==> src/rtl/dac_sample_streamer.sv <==
// dac_sample_streamer
//   Sample path from the plb_dac register bank to the 10-bit parallel DAC.
//   Two's-complement samples are buffered in a FIFO. Once the FIFO holds
//   C_PRIME_LEVEL samples, they are replayed at one sample per (D+1) clocks,
//   where D = max(div_value, 1). The DAC sees offset binary or two's
//   complement data plus a latch clock.
//
// Ports
//   Bus2IP_Clk, Bus2IP_Reset   clock, asynchronous active-high reset
//   wr_data/wr_valid/wr_ready  sample push interface (valid & ready)
//   fifo_flush                 one-cycle pulse, empties the FIFO
//   enable, pwrdn_req          playback enable / DAC power-down request
//   fmt_twos                   1: two's complement out, 0: offset binary
//   div_value                  sample period = max(div_value,1)+1 clocks
//   underrun_clr               clears the sticky underrun flag
//   fifo_level, underrun       status back to the register bank
//   S_Data, S_DCLKIO,          registered DAC pins
//   S_Format, S_PWRDN
module dac_sample_streamer #(
    parameter int C_DATA_WIDTH  = 10,
    parameter int C_FIFO_DEPTH  = 16,
    parameter int C_PRIME_LEVEL = 4,
    parameter int C_DIV_WIDTH   = 16
) (
    input  logic                            Bus2IP_Clk,
    input  logic                            Bus2IP_Reset,
    input  logic [C_DATA_WIDTH-1:0]         wr_data,
    input  logic                            wr_valid,
    output logic                            wr_ready,
    input  logic                            fifo_flush,
    input  logic                            enable,
    input  logic                            pwrdn_req,
    input  logic                            fmt_twos,
    input  logic [C_DIV_WIDTH-1:0]          div_value,
    input  logic                            underrun_clr,
    output logic [$clog2(C_FIFO_DEPTH):0]   fifo_level,
    output logic                            underrun,
    output logic [C_DATA_WIDTH-1:0]         S_Data,
    output logic                            S_DCLKIO,
    output logic                            S_Format,
    output logic                            S_PWRDN
);

    localparam int AW = $clog2(C_FIFO_DEPTH);
    localparam int LW = AW + 1;
    localparam logic [C_DATA_WIDTH-1:0] MSB = {1'b1, {(C_DATA_WIDTH-1){1'b0}}};

    localparam logic [1:0] ST_IDLE  = 2'd0;
    localparam logic [1:0] ST_PRIME = 2'd1;
    localparam logic [1:0] ST_RUN   = 2'd2;

    // Offset binary is two's complement with the MSB inverted; midscale is
    // simply the conversion of zero.
    function automatic logic [C_DATA_WIDTH-1:0] fmt_conv(
        input logic [C_DATA_WIDTH-1:0] s,
        input logic                    twos
    );
        return twos ? s : (s ^ MSB);
    endfunction

    // ------------------------------------------------------------------
    // Sample FIFO
    // ------------------------------------------------------------------
    logic [C_DATA_WIDTH-1:0] mem [C_FIFO_DEPTH];
    logic [AW-1:0]           wr_ptr, rd_ptr;
    logic                    push, pop, fifo_empty;

    assign wr_ready   = (fifo_level < LW'(C_FIFO_DEPTH));
    assign fifo_empty = (fifo_level == '0);
    assign push       = wr_valid & wr_ready;

    always_ff @(posedge Bus2IP_Clk) begin
        if (push && !fifo_flush)
            mem[wr_ptr] <= wr_data;
    end

    // Depth is a power of two, so the pointers wrap by plain overflow.
    always_ff @(posedge Bus2IP_Clk or posedge Bus2IP_Reset) begin
        if (Bus2IP_Reset) begin
            wr_ptr     <= '0;
            rd_ptr     <= '0;
            fifo_level <= '0;
        end else if (fifo_flush) begin
            wr_ptr     <= '0;
            rd_ptr     <= '0;
            fifo_level <= '0;
        end else begin
            if (push) wr_ptr <= wr_ptr + AW'(1);
            if (pop)  rd_ptr <= rd_ptr + AW'(1);
            case ({push, pop})
                2'b10:   fifo_level <= fifo_level + LW'(1);
                2'b01:   fifo_level <= fifo_level - LW'(1);
                default: ;
            endcase
        end
    end

    // ------------------------------------------------------------------
    // Playback sequencer
    // ------------------------------------------------------------------
    logic [1:0]             state;
    logic [C_DIV_WIDTH-1:0] cnt, div_lat, div_eff, half;
    logic [C_DIV_WIDTH:0]   d_p1;
    logic                   fmt_lat, run_ok, slot;

    assign run_ok  = enable & ~pwrdn_req;
    assign div_eff = (div_lat == '0) ? C_DIV_WIDTH'(1) : div_lat;
    // (D+1)>>1 computed one bit wider so D = all-ones does not overflow.
    assign d_p1    = {1'b0, div_eff} + {{C_DIV_WIDTH{1'b0}}, 1'b1};
    assign half    = d_p1[C_DIV_WIDTH:1];
    // A sample slot is suppressed on the cycle we drop out of RUN.
    assign slot    = (state == ST_RUN) && run_ok && (cnt == '0);
    assign pop     = slot && !fifo_empty;

    always_ff @(posedge Bus2IP_Clk or posedge Bus2IP_Reset) begin
        if (Bus2IP_Reset) begin
            state    <= ST_IDLE;
            cnt      <= '0;
            div_lat  <= '0;
            fmt_lat  <= 1'b0;
            S_Data   <= MSB;
            S_DCLKIO <= 1'b0;
            S_Format <= 1'b0;
        end else if (state == ST_RUN && run_ok) begin
            S_Format <= fmt_lat;
            if (cnt == '0) begin
                S_DCLKIO <= 1'b0;
                if (!fifo_empty)
                    S_Data <= fmt_conv(mem[rd_ptr], fmt_lat);
            end
            // half is never 0, so it cannot collide with the slot edge.
            if (cnt == half)
                S_DCLKIO <= 1'b1;
            if (cnt == div_eff) begin
                cnt     <= '0;
                div_lat <= div_value;
            end else begin
                cnt <= cnt + C_DIV_WIDTH'(1);
            end
        end else begin
            // IDLE, PRIME, or leaving RUN: park the DAC at midscale.
            S_DCLKIO <= 1'b0;
            S_Data   <= fmt_conv('0, fmt_twos);
            S_Format <= fmt_twos;
            if (!run_ok) begin
                state <= ST_IDLE;
            end else if (state == ST_PRIME &&
                         fifo_level >= LW'(C_PRIME_LEVEL)) begin
                state   <= ST_RUN;
                cnt     <= '0;
                div_lat <= div_value;
                fmt_lat <= fmt_twos;
            end else begin
                state <= ST_PRIME;
            end
        end
    end

    // ------------------------------------------------------------------
    // Status / power-down
    // ------------------------------------------------------------------
    always_ff @(posedge Bus2IP_Clk or posedge Bus2IP_Reset) begin
        if (Bus2IP_Reset) begin
            underrun <= 1'b0;
            S_PWRDN  <= 1'b1;
        end else begin
            S_PWRDN <= pwrdn_req;
            // A new underrun wins over a same-cycle clear.
            if (slot && fifo_empty)
                underrun <= 1'b1;
            else if (underrun_clr)
                underrun <= 1'b0;
        end
    end

endmodule

==> config.mk <==
export PLATFORM = sky130hd
export DESIGN_NAME = dac_sample_streamer
export DESIGN_NICKNAME = d
export VERILOG_FILES = /design/src/rtl/dac_sample_streamer.sv
export SDC_FILE = /design/constraint.sdc
export NUM_CORES = 1
export LEC_CHECK = 0
export ABC_AREA = 1
export CAP_MARGIN = 20
export CORE_MARGIN = 2
export CORE_UTILIZATION = 40
export CTS_BUF_LIST = sky130_fd_sc_hd__clkbuf_4
export CTS_CLUSTER_SIZE = 25
export DETAILED_ROUTE_END_ITERATION = 12
export DONT_BUFFER_PORTS = 1
export PLACE_DENSITY = 0.51
export SETUP_SLACK_MARGIN = 0.1
export SYNTH_ARGS = -nofsm -noshare
export SYNTH_HDL_FRONTEND = slang
export SYNTH_SLANG_ARGS = --single-unit
==> constraint.sdc <==
create_clock -name Bus2IP_Clk -period 3.4 [get_ports Bus2IP_Clk]
set_clock_uncertainty 0.1 [all_clocks]
set_input_delay 0.68 -clock Bus2IP_Clk [delete_from_list [all_inputs] [get_ports Bus2IP_Clk]]
set_output_delay 0.68 -clock Bus2IP_Clk [all_outputs]
set_load 0.05 [all_outputs]
======== Word level (Yosys, flattened, before mapping) ========
Memory sizes are Yosys's and may differ from the RTL's.
Index checks and enable logic that the tools add are counted.
word-level totals
  register bits ........................... 62
  latch bits .............................. 0
  RAM bits ................................ 160
  bits in read-only memories .............. 0
  bits of input ports ..................... 34
  output and inout port bits .............. 20
  memories kept ........................... 1
memories
  name  words  width  read ports  clocked after Yosys merged registers in  wr ports  line  text
  mem   16     10     1           0                                        1         64    logic [C_DATA_WIDTH-1:0] mem [C_FIFO_DEPTH];
operators by class
  add/subtract/negate cells ............... 6
  $mul .................................... 0
  divide/modulo/power cells ............... 0
  order comparisons ....................... 2
  equality and inequality tests ........... 10
  shift operators ......................... 0
  multiplexer cells ....................... 30
  bitwise operators ....................... 5
  reduce and logical (&&, ||, !) cells .... 21
operators by type and width
  cell                                                                     number
  16-bit two-way mux                                                       9
  10-bit two-way mux                                                       5
  16-bit == test                                                           2
  16-bit logical NOT                                                       2
  16-bit by 1-bit adder with 17-bit output, second input constant          1
  16-bit by 1-bit adder with 16-bit output, second input constant          1
  4-bit two-way mux                                                        4
  5-bit one-hot mux with 2 select lines                                    1
  2-bit nonzero test                                                       5
  4-bit by 1-bit adder with 4-bit output, second input constant            2
  1-bit two-way mux                                                        8
  1-bit logical AND                                                        6
  3-bit AND reduction                                                      2
  5-bit by 1-bit adder with 5-bit output, second input constant            1
  5-bit by 3-bit >= comparator with 1-bit output, second input constant    1
  5-bit logical NOT                                                        1
  5-bit less-than comparator, second input constant                        1
  5-bit two-way mux                                                        1
  5-bit by 1-bit subtractor with 5-bit output, second input constant       1
  2-bit by 1-bit == test with 1-bit output, second input constant          2
  2-bit == test, second input constant                                     2
  2-bit two-way mux                                                        2
  2-bit by 1-bit inequality test with 1-bit output, second input constant  2
  2-bit AND reduction                                                      2
  6 further kinds                                                          10

======== Logic depth before layout (Yosys ltp) ========
Gate-level depths: netlist of the first run.
  depth after elaboration ................. 8
  gate-level depth with buffers ........... 19
  gate-level depth less buffers ........... 18

======== Worst setup path before layout of the first run ========
No wires, ideal clock.
  path type ............................... register to register
  start point ............................. register fifo_level[4]
  end point ............................... register fifo_level[4]
  data arrival time ....................... 2,339 ps
  setup slack ............................. 842 ps
  cell stages (with the launch flop) ...... 11
  path buffers ............................ 0
  path through ............................ dfrtp_1 inv_1 nand2_1 inv_1 nor2_2 ha_1 a21o_1 a31oi_1 nand3_1 nand3_1 nand2_1
RTL lines
  what                                                                       line  text
  start: declaration                                                         36    output logic [$clog2(C_FIFO_DEPTH):0] fifo_level,
  start signal: assignment                                                   91    2'b10: fifo_level <= fifo_level + LW'(1);
  start signal: assignment                                                   92    2'b01: fifo_level <= fifo_level - LW'(1);
  5-bit less-than comparator *                                               68    assign wr_ready = (fifo_level < LW'(C_FIFO_DEPTH));
  named net wr_ready                                                         29    output logic wr_ready,
  1-bit AND *                                                                70    assign push = wr_valid & wr_ready;
  2-bit by 1-bit == test with 1-bit output or 2-bit == test (tied branches)  90    case ({push, pop})
  5-bit one-hot mux with 2 select lines                                      90
  5-bit two-way mux                                                          83    end else if (fifo_flush) begin
The timed path passes the listed nets; every way through them passes the cells marked *.
A chain may end at the register's enable or synchronous reset.

======== Worst setup path after layout of the first run ========
  start point ............................. register cnt[0]
  end point ............................... register fifo_level[4]
between the ends
  longest elaborated chain between the ends .. 6
RTL lines
  what                                                                       line  text
  start: declaration                                                         102   logic [C_DIV_WIDTH-1:0] cnt, div_lat, div_eff, half;
  start signal: assignment                                                   138   cnt <= cnt + C_DIV_WIDTH'(1);
  16-bit logical NOT *                                                       112   assign slot = (state == ST_RUN) && run_ok && (cnt == '0);
  1-bit logical AND *                                                        112
  1-bit logical AND *                                                        113   assign pop = slot && !fifo_empty;
  2-bit by 1-bit == test with 1-bit output or 2-bit == test (tied branches)  90
  5-bit one-hot mux with 2 select lines                                      90
  5-bit two-way mux                                                          83
Every way passes the cells marked *; elsewhere a longest branch is shown, timed or not.

==> results by group, run 1 <==
Run status
  – Run status: finished clean

Synth
  – Register bit total from synthesis: 222
  – Avg Cell Area, Syn: 10.14 µm²
  – Yosys cell types: 51
  – Number of synthesized flops with an enable pin: 160
  – Synth top area cells: edfxtp_1 (46%), dfrtp_1 (14%), nand2_1 (5.8%)
  – Sequential area share after synthesis: 60.33%
  – Top_reg_cell synth: edfxtp_1
  – Synthesized cell area: 10540 µm²
  – Area share of the largest cell type after synthesis: 45.58%
  – Ys async rst share: 27.93%
  – Post-Syn Instances: 1039
  – Syn Nets: 1085
  – Synth area leader: edfxtp_1
  – Ys Warns: 0

Final layout
  – Layout cells sized above 1: 14.37%
  – Commonest non-fill, non-tap cell in the layout: nand2_1
  – Syn-to-layout area delta: 14.03%
  – Final net count: 1146
  – Non-filler cells, final: 1484
  – Commonest non-fill, non-tap cells in the layout: nand2_1 (164), edfxtp_1 (160), nor2_1 (141)

Power and ir drop
  – Total power draw: 6.221 mW
  – Leak: 4.755 nW
  – Power per Cell Area: 517.6 nW/µm²
  – Worst IR Drop VDD: 0.2775 mV

Drt
  – Drt via density: 5.144
  – Top layer reached by signal wires: met4
  – DRC: 0
  – Pre-antenna DRT Iters: 5
  – Met3 wire length: 1255 µm
  – Met1 WL: 12540 µm
  – Antenna-violating nets left: 0
  – Final wirelength: 26440 µm
  – Iter 0 DRT Violations: 650
  – Wirelength per Cell: 17.81 µm
  – Vias: 7633
  – Met2 WL post-DR: 12110 µm

Critical path
  – Critical Path RT: 3.89 ns
  – R2r endpoint: fifo_level[4]
  – Crit path kind: flip-flop to flip-flop
  – CP endpoint kind: flip-flop
  – Crit path max fanout: 8
  – Reg2Reg Launch Point: cnt[0]
  – CP max stage cell: dfrtp_1
  – Reg-to-reg slack, setup: 0.66 ns
  – Worst Path Arrival: 3.23 ns
  – Crit-path cells: inv_1 -> ha_1 -> nand4_1 -> nor3_2 -> nand4_4 -> nor2_2 -> ha_1 -> a21o_1 -> a31oi_1 -> nand3_1 -> nand3_1 -> nand2_1
  – CP startpoint kind: flip-flop
  – R2R cell count: 12
  – Critical path's largest stage delay: 0.44 ns
  – Critical path buffers and inverters: 1
  – Top Family by Delay on Critical Path: simple AND/OR/NAND/NOR gates

Floorplan
  – Row cnt: 59
  – Chip height: 166.3 µm
  – Die X: 166.3 µm
  – I/O Pins: 54
  – Initial Utilization: 40.56%
  – Core area: 25980 µm²
  – Die area: 27660 µm²

CTS
  – Clk sink count: 222
  – Post-cts resize count: 0
  – CTS clk-pin slew, worst paths: 0.07 ns
  – TritonCTS clock tree: built
  – H-tree Lvls: 2
  – CTS Buf Count: 59
  – Clk root buf: clkbuf_4
  – Worst skew pair latency: 0.75 ns
  – Maximum root-to-sink buffer count: 3

Min path
  – Critical hold path startpoint: fifo_flush
  – Hold Path Sink: fifo_level[0]
  – Hold Crit Class: input pin to flip-flop
  – Hold path cells: 3

STA
  – Setup repair after global routing missed its margin: false
  – Fin Setup TNS: 0 ns
  – Setup Viol. Count Final: 0
  – Final period util: 80.73%
  – Final Hold Viols: 0
  – Count of pins over their slew limit: 0
  – Slew margin rel.: 40.03%
  – Fmax: 0.3643 GHz
  – Slew at the pin closest to its max-slew limit: 0.8995 ns
  – Tmin final: 2.745 ns

GRT
  – GRT Util Overall: 19.26%
  – First-pass GRT wire length: 42160 µm
  – Vias in the first global route: 7549
  – Largest net degree at the start of global routing: 85
  – Antenna violations before repair: 1
  – Grt ovf: 0

Placement
  – # port buffers: 0
  – Post-DP HPWL: 16850 µm
  – GP Congestion: 0.8275
  – DP Cell Count: 1344

Flow run
  – MaxCap Viol Count: 0
## registers in the layout, indices dropped and copies added, names as in the netlist
register    cells
mem           160
S_Format        1
S_PWRDN         1
fmt_lat         1
wr_ptr          4
S_Data         10
fifo_level      5
state           2
rd_ptr          4
cnt            16
underrun        1
div_lat        16
S_DCLKIO        1
## routing by layer
metal / track usage, % / vias to the layer above
met4: 5.885 / 0
met2: 30.58 / 173
met5: 0 / -
li1: - / 3747
met3: 3.384 / 41
met1: 27.16 / 3672
## kinds of logic (layout without fill, tap and decap cells)
kind of cell	after synthesis	in the layout	share of synthesized area (%)
adder cells (fa/ha/maj)	12	12	1.496
flip-flops	222	222	60.33
buffers and inverters	137	246	5.734
other	0	1	0
AO/OA/AOI/OAI	181	181	9.782
AND/OR/NAND/NOR	447	447	19.08
XOR/XNOR	40	40	3.585
## metrics by stage
step                      utilization [%]  hold slack, ns  area, µm²  setup WS, ns
after CTS                           46.24        0.007155      12020        0.6146
final                               46.25         0.04486      12020        0.6553
after floorplan                         -          0.3779      10540        0.8424
after detailed placement            41.98          0.4209      10910        0.6489
after global placement              41.98          0.4190      10910        0.7070
after global routing                46.25        0.002608      12020        0.3960
## cells in the mapped netlist, types with 3 or more instances
cell and instances:
o22ai_1 24, edfxtp_1 160, buf_2 22, buf_6 7, nor4_1 5, o221ai_1 13
clkinv_1 3, nand2_1 164, nor3_1 6, buf_1 4, nand2_2 3, dfrtp_1 60
o21ai_0 115, xnor2_1 13, clkbuf_1 28, xor2_1 25, nand4_1 17, inv_2 3
nor2_1 141, inv_1 66, nor2_4 3, nand3_1 83, ha_1 11, nand3b_1 9
o211ai_1 4, nor2_2 4, a21oi_1 13
## worst max-delay path by stage
stage	to	start	slack, ns	cells after the start
global placement	fifo_level[4]	cnt[0]	0.71	12
finish	fifo_level[4]	cnt[0]	0.66	12
detailed placement	fifo_level[4]	cnt[0]	0.65	12
floorplan	fifo_level[4]	fifo_level[4]	0.84	10
CTS	fifo_level[4]	cnt[0]	0.61	12
global route	fifo_level[4]	cnt[0]	0.40	12
## layout make-up
type,count,area (µm²)
fill,2533,13970
sequential,222,6360
multi-input combinational,680,3583
clock buffer,100,750.7
timing repair buffer,65,575.6
tap,335,419.2
inverter,72,270.3
clock inverter,9,57.56
antenna,1,2.502
## where the power goes
group	switching (mW)	leakage [nW]	internal, mW
clock	1.13	0.488	1.33
combinational	0.391	2.02	0.261
sequential	0.122	2.25	2.99
## timing repair
action,CTS,global route
setup endpoints to repair,0,0
hold buffers,30,0
hold endpoints to repair,210,0
setup buffers,0,0
## tightest hold or removal path, stage by stage
cell,delay [ns]
nor2_4,0.03
nand2_1,0.05
nand2_1,0.05
Note: power is estimated with default switching activity, not from simulation.
==> run 2: changes to the inputs <==
- PLACE_DENSITY: 0.51 -> 0.53
- clock period: 3.4 -> 2.5 ns (I/O delays scaled with it)
==> results by group, run 2 (synthesis gave the netlist of run 1 again) <==
Min path
  – Hold Crit Class: input pin to flip-flop

Drt
  – Final wirelength: 27040 µm
  – Iter 0 DRT Violations: 515
  – Vias: 7818
  – DRC: 0
  – Drt via density: 5.093
  – Wirelength per Cell: 17.61 µm
  – Pre-antenna DRT Iters: 4
  – Antenna-violating nets left: 0

Power and ir drop
  – Leak: 5.036 nW
  – Comb pwr share: 14.1%
  – Sw Ratio: 26.75%
  – Power per Cell Area: 675.8 nW/µm²
  – Worst IR Drop VDD: 0.3926 mV
  – NetSw: 2.278 mW
  – Cell Int Power: 6.240 mW
  – Share of power burned in registers: 48.7%
  – Clock share of power: 37.2%

GRT
  – Vias in the first global route: 7686
  – Grt ovf: 0
  – Largest net degree at the start of global routing: 63
  – Antenna violations before repair: 1
  – First-pass GRT wire length: 42810 µm
  – GRT Util Overall: 19.60%

Critical path
  – R2r endpoint: fifo_level[4]
  – Reg2Reg Launch Point: cnt[1]
  – CP endpoint kind: flip-flop
  – CP startpoint kind: flip-flop
  – Crit path max fanout: 5
  – CP startpoint: cnt[1]
  – Crit path kind: flip-flop to flip-flop
  – Critical Path RT: 2.97 ns
  – Reg-to-reg slack, setup: 0.09 ns
  – Worst Path Arrival: 2.88 ns
  – Crit path capture: fifo_level[4]
  – R2R cell count: 14

Placement
  – Post-DP HPWL: 17440 µm
  – # port buffers: 0
  – GP Congestion: 0.8230
  – Post-Place Cell Area: 11280 µm²

Floorplan
  – Core area: 25980 µm²
  – Chip height: 166.3 µm
  – Die area: 27660 µm²
  – Initial Utilization: 40.56%
  – I/O Pins: 54
  – Row cnt: 59
  – Die X: 166.3 µm

CTS
  – Clk sink count: 222
  – TritonCTS clock tree: built
  – CTS Buf Count: 58
  – Maximum root-to-sink buffer count: 3
  – Clk root buf: clkbuf_4
  – Worst skew pair latency: 0.70 ns
  – CTS clk-pin slew, worst paths: 0.07 ns
  – H-tree Lvls: 2

Final layout
  – Commonest non-fill, non-tap cells in the layout: edfxtp_1 (160), nand2_1 (157), nor2_1 (137)
  – Most flops, register: mem
  – Max reg flops: 160
  – Finished Core Util: 48.50%
  – Filler Cell Count: 2477
  – Syn-to-layout area delta: 19.57%
  – Design area: 12600 µm²
  – Layout cells sized above 1: 20.18%
  – Biggest regs: mem (160), cnt (16), div_lat (16)
  – Final net count: 1199
  – Multi-input logic area: 3751 µm²
  – Register area: 6364 µm²
  – Commonest non-fill, non-tap cell in the layout: edfxtp_1

STA
  – Setup repair after global routing missed its margin: true
  – Count of pins over their slew limit: 0
  – Tmin final: 2.406 ns
  – Setup Viol. Count Final: 0
  – Final Hold Viols: 0
  – Final period util: 96.25%
  – Slew at the pin closest to its max-slew limit: 0.6546 ns
  – Slew margin rel.: 56.21%
  – Fmax: 0.4156 GHz

Flow run
  – MaxCap Viol Count: 0

Run status
  – Run status: finished clean
==> run 2: cell types whose count changed in the layout (fill, tap and decap cells not counted), moves of 4 or more <==
cell,previous run,this run
buf_4,34,82
clkbuf_4,100,91
clkinv_1,8,14
ha_1,11,7
ha_4,0,4
inv_1,65,60
inv_2,4,8
nand2_1,164,157
nand2_2,3,7
nand3_1,83,79
nand3_2,2,6
nor2_1,141,137
==> run 2: worst min path at each step <==
stage	depth (start not counted)	slack, ns	from	end
after floorplan	1	0.38	wr_ptr[3]	wr_ptr[3]
after global placement	1	0.25	Bus2IP_Reset	fifo_level[2]
after detailed placement	1	0.25	Bus2IP_Reset	fifo_level[2]
after CTS	3	0.02	wr_valid	wr_ptr[3]
after global routing	2	0.05	Bus2IP_Reset	rd_ptr[0]
final	3	0.08	wr_valid	wr_ptr[3]
==> run 2: per-stage QoR <==
stage                     hold slack [ns]  power, mW  std cells  TNS [ns]  worst slack (ns)
after CTS                         0.02009      8.551       1525         0           0.09095
final                             0.07924      8.518       1535         0           0.09379
after global placement             0.2534      5.252       1387         0           0.04895
after detailed placement           0.2548      5.258       1387  -0.01858          -0.01858
after global routing              0.05115      8.952       1535   -0.2654           -0.1018
after floorplan                    0.3779      4.950       1039         0            0.1013
==> run 2: final cells by class <==
class,instances,share of cell area (%)
Antenna cell,1,0.01986
Clock buffer,91,5.420
Clock inverter,15,0.6552
Inverter,72,2.174
Multi-Input combinational cell,680,29.76
Sequential cell,222,50.49
Tap cell,335,3.326
Timing Repair Buffer,119,8.151
==> run 2: what timing repair did <==
item                       in CTS  in global routing
buffers inserted                0                  9
gates resized for setup         4                 36
gates cloned                    0                  0
hold buffers                   32                  0
hold endpoints to repair      251                  0
setup endpoints to repair       2                  4
pin swaps                       0                 26
==> run 2: power by group through the flow <==
stage                     Combinational, mW  Sequential (mW)  Clock, mW
after floorplan                       0.718             4.23          0
after global placement                 1.03             4.22          0
after detailed placement               1.04             4.22          0
after CTS                              1.13             4.15       3.28
after global routing                   1.33             4.16       3.47
final                                  1.20             4.15       3.17
==> run 2: worst max-delay path: stages, from the launching register on <==
cell	delay, ns
dfrtp_1	0.39
inv_2	0.09
ha_4	0.13
nand4_1	0.12
nor3_4	0.27
nand4_4	0.14
nor2_4	0.24
inv_2	0.07
fa_2	0.37
inv_2	0.07
a31oi_2	0.09
inv_1	0.06
nand2_1	0.05
nand3_1	0.05
nand2_1	0.05
==> run 2: layer usage <==
| layer | share of wire (%) | vias to the layer above | GRT usage (%) | routed length (µm) |
|---|---|---|---|---|
| met3 | 4.7 | 51 | 3.670 | 1259 |
| li1 | - | 3872 | - | - |
| met2 | 47 | 186 | 31.77 | 12740 |
| met1 | 46 | 3709 | 26.78 | 12420 |
| met5 | 0 | - | 0 | 0 |
| met4 | 2.3 | 0 | 6.409 | 612 |
